### config.mk
export PLATFORM = sky130hd
export DESIGN_NAME = seq_divrem
export DESIGN_NICKNAME = d
export VERILOG_FILES = /design/src/rtl/divrem_pkg.sv /design/src/rtl/divrem_step.sv /design/src/rtl/seq_divrem.sv
export SDC_FILE = /design/constraint.sdc
export NUM_CORES = 1
export LEC_CHECK = 0
export ABC_AREA = 0
export CORE_MARGIN = 5
export CORE_UTILIZATION = 40
export DETAILED_ROUTE_END_ITERATION = 7
export PLACE_DENSITY = 0.58
export SLEW_MARGIN = 10
export SYNTH_ARGS = -nofsm -noshare
export SYNTH_HDL_FRONTEND = slang
export SYNTH_SLANG_ARGS = --single-unit
export TNS_END_PERCENT = 50
### constraint.sdc
create_clock -name clk -period 8.35 [get_ports clk]
set_input_delay 1.2525 -clock clk [delete_from_list [all_inputs] [get_ports clk]]
set_output_delay 1.2525 -clock clk [all_outputs]
set_load 0.01 [all_outputs]
### src/rtl/divrem_pkg.sv
// Shared types and constants for the sequential signed divider.
package divrem_pkg;

  typedef enum logic [1:0] {
    IDLE = 2'd0,
    CALC = 2'd1,
    DONE = 2'd2
  } state_t;

  localparam logic OP_REM = 1'b0;
  localparam logic OP_QUO = 1'b1;

  // Iteration counter width: must hold WIDTH-1.
  function automatic int unsigned cnt_width(input int unsigned w);
    return $clog2(w);
  endfunction

endpackage

### src/rtl/divrem_step.sv
// One restoring-division iteration on unsigned magnitudes.
module divrem_step #(
  parameter int unsigned WIDTH = 8
) (
  input  logic [WIDTH-1:0] rem,
  input  logic [WIDTH-1:0] quo,
  input  logic [WIDTH-1:0] dvs,
  output logic [WIDTH-1:0] rem_next_c,
  output logic [WIDTH-1:0] quo_next_c
);

  logic [WIDTH:0] sh;
  logic [WIDTH:0] diff;

  // Shift the {rem, quo} pair left, trial-subtract, restore on borrow.
  always_comb begin
    sh         = {rem, quo[WIDTH-1]};
    diff       = sh - {1'b0, dvs};
    rem_next_c = diff[WIDTH] ? sh[WIDTH-1:0] : diff[WIDTH-1:0];
    quo_next_c = {quo[WIDTH-2:0], ~diff[WIDTH]};
  end

endmodule

### src/rtl/seq_divrem.sv
// Multi-cycle signed divider/remainder with start/valid handshake and flags.
module seq_divrem
  import divrem_pkg::*;
#(
  parameter int unsigned WIDTH = 8
) (
  input  logic             clk,
  input  logic             rst_n,
  input  logic             start,
  input  logic             op,
  input  logic [WIDTH-1:0] A,
  input  logic [WIDTH-1:0] B,
  output logic             busy,
  output logic             valid,
  output logic [WIDTH-1:0] Y,
  output logic             SF,
  output logic             ZF,
  output logic             DZF,
  output logic             OVF
);

  localparam int unsigned CW = cnt_width(WIDTH);

  state_t           state, state_n;
  logic [CW-1:0]    cnt, cnt_n;
  logic [WIDTH-1:0] rem, rem_n;
  logic [WIDTH-1:0] quo, quo_n;
  logic [WIDTH-1:0] dvs, dvs_n;
  logic             sign_a, sign_a_n;
  logic             neg_q, neg_q_n;
  logic             op_q, op_q_n;
  logic             busy_n, valid_n;
  logic [WIDTH-1:0] y_n;
  logic             sf_n, zf_n, dzf_n, ovf_n;

  logic [WIDTH-1:0] step_rem_c, step_quo_c;
  logic [WIDTH-1:0] q_fix_c, r_fix_c, res_c;

  divrem_step #(.WIDTH(WIDTH)) u_step (
    .rem        (rem),
    .quo        (quo),
    .dvs        (dvs),
    .rem_next_c (step_rem_c),
    .quo_next_c (step_quo_c)
  );

  // Sign-correct the result of the final iteration and select by op.
  always_comb begin
    q_fix_c = neg_q  ? (~step_quo_c + WIDTH'(1)) : step_quo_c;
    r_fix_c = sign_a ? (~step_rem_c + WIDTH'(1)) : step_rem_c;
    res_c   = (op_q == OP_QUO) ? q_fix_c : r_fix_c;
  end

  // State and datapath registers.
  always_ff @(posedge clk or negedge rst_n) begin
    if (!rst_n) begin
      state  <= IDLE;
      cnt    <= '0;
      rem    <= '0;
      quo    <= '0;
      dvs    <= '0;
      sign_a <= 1'b0;
      neg_q  <= 1'b0;
      op_q   <= 1'b0;
      busy   <= 1'b0;
      valid  <= 1'b0;
      Y      <= '0;
      SF     <= 1'b0;
      ZF     <= 1'b0;
      DZF    <= 1'b0;
      OVF    <= 1'b0;
    end else begin
      state  <= state_n;
      cnt    <= cnt_n;
      rem    <= rem_n;
      quo    <= quo_n;
      dvs    <= dvs_n;
      sign_a <= sign_a_n;
      neg_q  <= neg_q_n;
      op_q   <= op_q_n;
      busy   <= busy_n;
      valid  <= valid_n;
      Y      <= y_n;
      SF     <= sf_n;
      ZF     <= zf_n;
      DZF    <= dzf_n;
      OVF    <= ovf_n;
    end
  end

  // Next-state, iteration and result logic.
  always_comb begin
    state_n  = state;
    cnt_n    = cnt;
    rem_n    = rem;
    quo_n    = quo;
    dvs_n    = dvs;
    sign_a_n = sign_a;
    neg_q_n  = neg_q;
    op_q_n   = op_q;
    y_n      = Y;
    sf_n     = SF;
    zf_n     = ZF;
    dzf_n    = DZF;
    ovf_n    = OVF;

    case (state)
      IDLE: begin
        if (start) begin
          op_q_n = op;
          if (B == '0) begin
            state_n = DONE;
            y_n     = '0;
            sf_n    = 1'b0;
            zf_n    = 1'b0;
            dzf_n   = 1'b1;
            ovf_n   = 1'b0;
          end else begin
            state_n  = CALC;
            rem_n    = '0;
            // |most-negative| equals its own bit pattern read as unsigned.
            quo_n    = A[WIDTH-1] ? (~A + WIDTH'(1)) : A;
            dvs_n    = B[WIDTH-1] ? (~B + WIDTH'(1)) : B;
            sign_a_n = A[WIDTH-1];
            neg_q_n  = A[WIDTH-1] ^ B[WIDTH-1];
            cnt_n    = CW'(WIDTH - 1);
          end
        end
      end
      CALC: begin
        rem_n = step_rem_c;
        quo_n = step_quo_c;
        cnt_n = cnt - CW'(1);
        if (cnt == '0) begin
          state_n = DONE;
          y_n     = res_c;
          sf_n    = res_c[WIDTH-1];
          zf_n    = (res_c == '0);
          dzf_n   = 1'b0;
          // Unsigned quotient magnitude reaches 2^(WIDTH-1) without negation
          // only for most-negative / -1.
          ovf_n   = (op_q == OP_QUO) && !neg_q && step_quo_c[WIDTH-1];
        end
      end
      DONE: begin
        state_n = IDLE;
      end
      default: begin
        state_n = IDLE;
      end
    endcase

    valid_n = (state_n == DONE);
    busy_n  = (state_n != IDLE);
  end

endmodule

# After elaboration in Yosys (flattened, before gate mapping)
# Index checks and enable logic that the tools add are counted.
# classes
n_addsub,6
eq_ne,6
bitwise_logic,7
mux,35
n_reduce_logical,13
# op_table
cell,n
8-bit two-way mux,13
8-bit one-hot mux with 2 select lines,3
"8-bit by 1-bit adder with 8-bit output, second input constant",4
8-bit NOT,4
8-bit logical NOT,2
9-bit by 8-bit subtractor with 9-bit output,1
1-bit two-way mux,8
"2-bit inequality test, second input constant",4
1-bit one-hot mux with 2 select lines,4
2-bit two-way mux,3
3-bit two-way mux,2
3-bit one-hot mux with 2 select lines,1
3-bit AND reduction,2
2-bit one-hot mux with 2 select lines,1
4-bit AND reduction,1
2-bit nonzero test,2
3-bit logical NOT,1
"3-bit by 1-bit subtractor with 3-bit output, second input constant",1
"2-bit by 1-bit == test with 1-bit output, second input constant",1
"2-bit == test, second input constant",1
1-bit logical AND,2
2-bit logical NOT,1
1-bit NOT,2
2-bit AND reduction,1
other kinds (2),2
# word_totals
regBits,46
out_inout_bits,14

# Longest topological paths before layout
# depth
depth_word,9
ltp_mapped,21
depth_no_buf,20

# By module
# A second synthesis with hierarchy kept.
# unflattened
hier_cells,329
area_unflattened_um2,3000.4
# by_module_without_submodules
mod,area_per_inst_um2,seq_area_each_um2,instances,cells_each
seq_divrem,2462.4,1126.1,1,264
divrem_step,538.0,0.0,1,65

# Least setup slack after synthesis
# OpenSTA, ideal clock, no wires.
# synth_timing
path_kind,reg-to-reg
start,register quo[7]
end,register ZF
period_less_slack_ps,4113
path_buffers,1
arrival_time_ps,4002
path_stages_with_launch,22
slack_ps,4237
cell_sequence,dfrtp_1 inv_1 ha_1 inv_1 fa_1 a21o_1 a41oi_2 and3_4 nor3_4 nor2_4 buf_4 nor2_1 a21oi_1 ha_1 nor2b_1 nand2_1 nor4_1 nor4_2 a221oi_2 xnor2_2 a41oi_1 o41ai_1
# synth_via
elab_chain_cells,9
# synth_rtl
element,line,text
from (decl),seq_divrem.sv:27,"logic [WIDTH-1:0] quo, quo_n;"
from (signal assigned),seq_divrem.sv:76,quo <= quo_n;
9-bit by 8-bit subtractor with 9-bit output,divrem_step.sv:18,"diff = sh - {1'b0, dvs};"
8-bit two-way mux or 1-bit NOT (tied branches),"divrem_step.sv:19, divrem_step.sv:20",
"8-bit NOT, on equally long branches","seq_divrem.sv:50, seq_divrem.sv:49",
"8-bit by 1-bit adder with 8-bit output, on equally long branches","seq_divrem.sv:50, seq_divrem.sv:49",
"8-bit two-way mux, on equally long branches","seq_divrem.sv:50, seq_divrem.sv:49",
8-bit two-way mux *,seq_divrem.sv:51,res_c = (op_q == OP_QUO) ? q_fix_c : r_fix_c;
8-bit logical NOT *,seq_divrem.sv:138,zf_n = (res_c == '0);
1-bit two-way mux *,seq_divrem.sv:134,if (cnt == '0) begin
1-bit one-hot mux with 2 select lines *,seq_divrem.sv:107,case (state)
to (signal assigned),seq_divrem.sv:85,ZF <= zf_n;
to (decl),seq_divrem.sv:17,"output logic ZF,"
# Every way passes the cells marked *; elsewhere a longest branch is shown, timed or not. The select of a mux whose other input is x is not followed.
# A chain may end at the register's enable or synchronous reset.

# Worst setup path after layout
# Ends and elaborated chain as after synthesis.

==> metrics.cfg <==
[status]
status = completed

[setup_path]
timing.critical_path.buf_inv = 2
r2r-start = quo[7]$_DFFE_PN0P_
path_delay_family = compound AO/OA/AOI/OAI gates
critical_path.cell_chain = inv_1 > ha_1 > inv_1 > fa_1 > a21o_1 > a41oi_2 > and3_4 > nor3_4 > nor2_4 > nor2_1 > a21oi_1 > ha_1 > nor2b_1 > nand2_1 > nor4_1 > nor4_2 > a221oi_2 > xnor2_2 > a41oi_1 > o41ai_1
startpoint_type = register
critical_path_class = reg -> reg
r2r_slack_ps = 3770
critPathMaxFanout = 19
required_ps = 8540
crit_path_start = quo[7]$_DFFE_PN0P_
endpoint_kind = register
arrival_ps = 4770
cp_slowest_stage_delay_ps = 440
slowest_stage = dfrtp_1

[sta]
fmaxAchievable_mhz = 218
final_max_slew_viol_count = 0
grt_setup_unrepaired = no
setup_violations = 0
slew_headroom_pct = 29.8
worst_pin_slew_ps = 1050
hold_viol = 0
finalCritPeriodShare_pct = 54.9
skew_ps = 5.97
min_period_ps = 4580
tns_ps = 0

[grt]
antenna_found_initial = 0
overflow = 0
grt_pass1_wl_um = 13200
grt_start_max_net_pins = 46
grt_pass1_vias = 2701
track_usage_pct = 16.6

[yosys]
synth_area_per_cell_sq_um = 8.50
ys_seq_area_share_pct = 35.5
ys_async_sr_fraction_pct = 100
synthTopCellsByCount = dfrtp_1 (45), nand2_1 (42), nor2_1 (30)
synth.distinct_cells = 60
syn-num-nets = 408
synth_ff_type = dfrtp_1
synth_area_leader_cell = dfrtp_1
synthTopCellsByArea = dfrtp_1 (36%), ha_1 (5.5%), nand2_1 (5.0%)
synth_top_area_share_pct = 35.5
postSynthCellCount = 373
yosysWarningCount = 0
netlist_area_sq_um = 3170
synth-edff-count = 0
ys_seq_elements = 45
yosysMostFrequentCell = dfrtp_1

[die]
rows = 32
io_pins = 34
die_area_sq_um = 9810
initial_core_util_pct = 41.0
core_area_sq_um = 7730
die_x_um = 99.0
die_y_um = 99.0

[place]
hpwl_um = 6060
io_buffer_count = 33
gp_congestion = 0.927
post_dp_cell_area_sq_um = 3550

[pwr]
leakagePower_nw = 1.60
ir_drop_uv = 152
powerDensity_nw_per_um2 = 475

[clocking]
cts_sinks = 45
cts-resized-gates = 0
cts_tree = yes
cts-htree-levels = 2
insertion_delay_ps = 300
cts-root-buf = clkbuf_8
cts.path.max_buffers = 2
cts_made_buffers = 5
clk_pin_slew_ps = 90
cts_setup_buffers = 0
holdBufCountCts = 0

[drt]
drt_pass1_iterations = 4
wl_per_cell_um = 15.8
ant_nets = 0
drcViolationCount = 0
drt_iter0_markers = 133
drt_wl_total_um = 7870
dr_total_vias = 2712
post_drt_via_cell_ratio = 5.45

[finish]
nets = 431
drive_above_1_share_pct = 6.57
area_growth_pct = 15.0
stdcell_area_sq_um = 3640
n_antenna_cell = 0

[min_path]
hold_class = reg -> reg
min_from = cnt[0]$_DFFE_PN0P_

[flow_run]
maxCapViolations = 0

==> flip-flops by register name, indices dropped and copies added, names as in the netlist, 2 cells and up <==
| register | flops |
|---|---|
| state | 2 |
| quo | 8 |
| rem | 8 |
| cnt | 3 |
| dvs | 8 |
| Y | 8 |
==> path summary, 6_finish.rpt <==
path                       depth (start not counted)            endpoint
min                                                1  cnt[0]$_DFFE_PN0P_
min in group asynchronous                          2     valid$_DFF_PN0_
max reg2reg                                       20      ZF$_DFFE_PN0P_
max in group asynchronous                          2  dvs[3]$_DFFE_PN0P_
min reg2reg                                        1  cnt[0]$_DFFE_PN0P_
max                                               20      ZF$_DFFE_PN0P_
==> cells by family after synthesis <==
group / share of synthesized area [%]
compound gates: 19.9
mux: 3.67
flops: 35.5
fa+ha+maj: 6.16
buf+inv: 5.49
xor+xnor: 7.97
simple gates: 21.3
==> stage by stage <==
step,total power [W],std cells,worst slack (ps),util (%),hold WS (ps)
global placement,0.00158,491,3970,46.0,460
CTS,0.00174,498,3770,47.2,484
finish,0.00173,498,3770,47.2,480
global route,0.00189,498,3410,47.2,504
detailed placement,0.00159,491,3760,46.0,469
floorplan,0.00128,373,4240,-,445
==> cell usage in the layout (no fill, tap or decap), types with 9 or more instances in the layout <==
cell	instances
a21oi_1	23
clkdlybuf4s50_1	32
dfrtp_1	45
ha_1	14
inv_1	24
mux2i_1	9
nand2_1	42
nand3_1	17
nor2_1	30
o21ai_0	28
xnor2_1	15
xor2_1	12
==> final cells by class <==
class                      instances  area, sq um
timing repair buffer              35          340
inverter                          24         90.1
multi-input combinational        285         1870
clock inverter                     1         7.51
tap                              102          128
clock buffer                       6         82.6
fill                             762         4080
sequential                        45         1130
==> metal layers <==
layer	vias up	part of all wire (%)	wire [um]	track usage, %
li1	1358	-	-	-
met1	1272	49	3840	22.9
met2	67	46	3580	26.1
met3	15	3.0	239	2.26
met4	0	2.6	203	6.93
met5	-	0	0	0
==> power breakdown <==
group	total [W]	leakage, nW	switching (W)	internal (W)
Clock	0.000142	0.0433	0.0000768	0.0000656
Sequential	0.000421	0.552	0.000103	0.000319
Combinational	0.00117	1.00	0.000687	0.000481
Total	0.00173	1.60	0.000867	0.000865
==> worst reg2reg max path, cell delays in order (launching register included) <==
cell      delay, ps
dfrtp_1         440
inv_1            80
ha_1            160
inv_1            50
fa_1            400
a21o_1          220
a41oi_2         270
and3_4          250
nor3_4           60
nor2_4          420
nor2_1           80
a21oi_1         190
ha_1            260
nor2b_1         190
nand2_1          70
nor4_1          260
nor4_2          120
a221oi_2        350
xnor2_2         160
a41oi_1         130
o41ai_1         340
(Power assumes the default switching activity.)
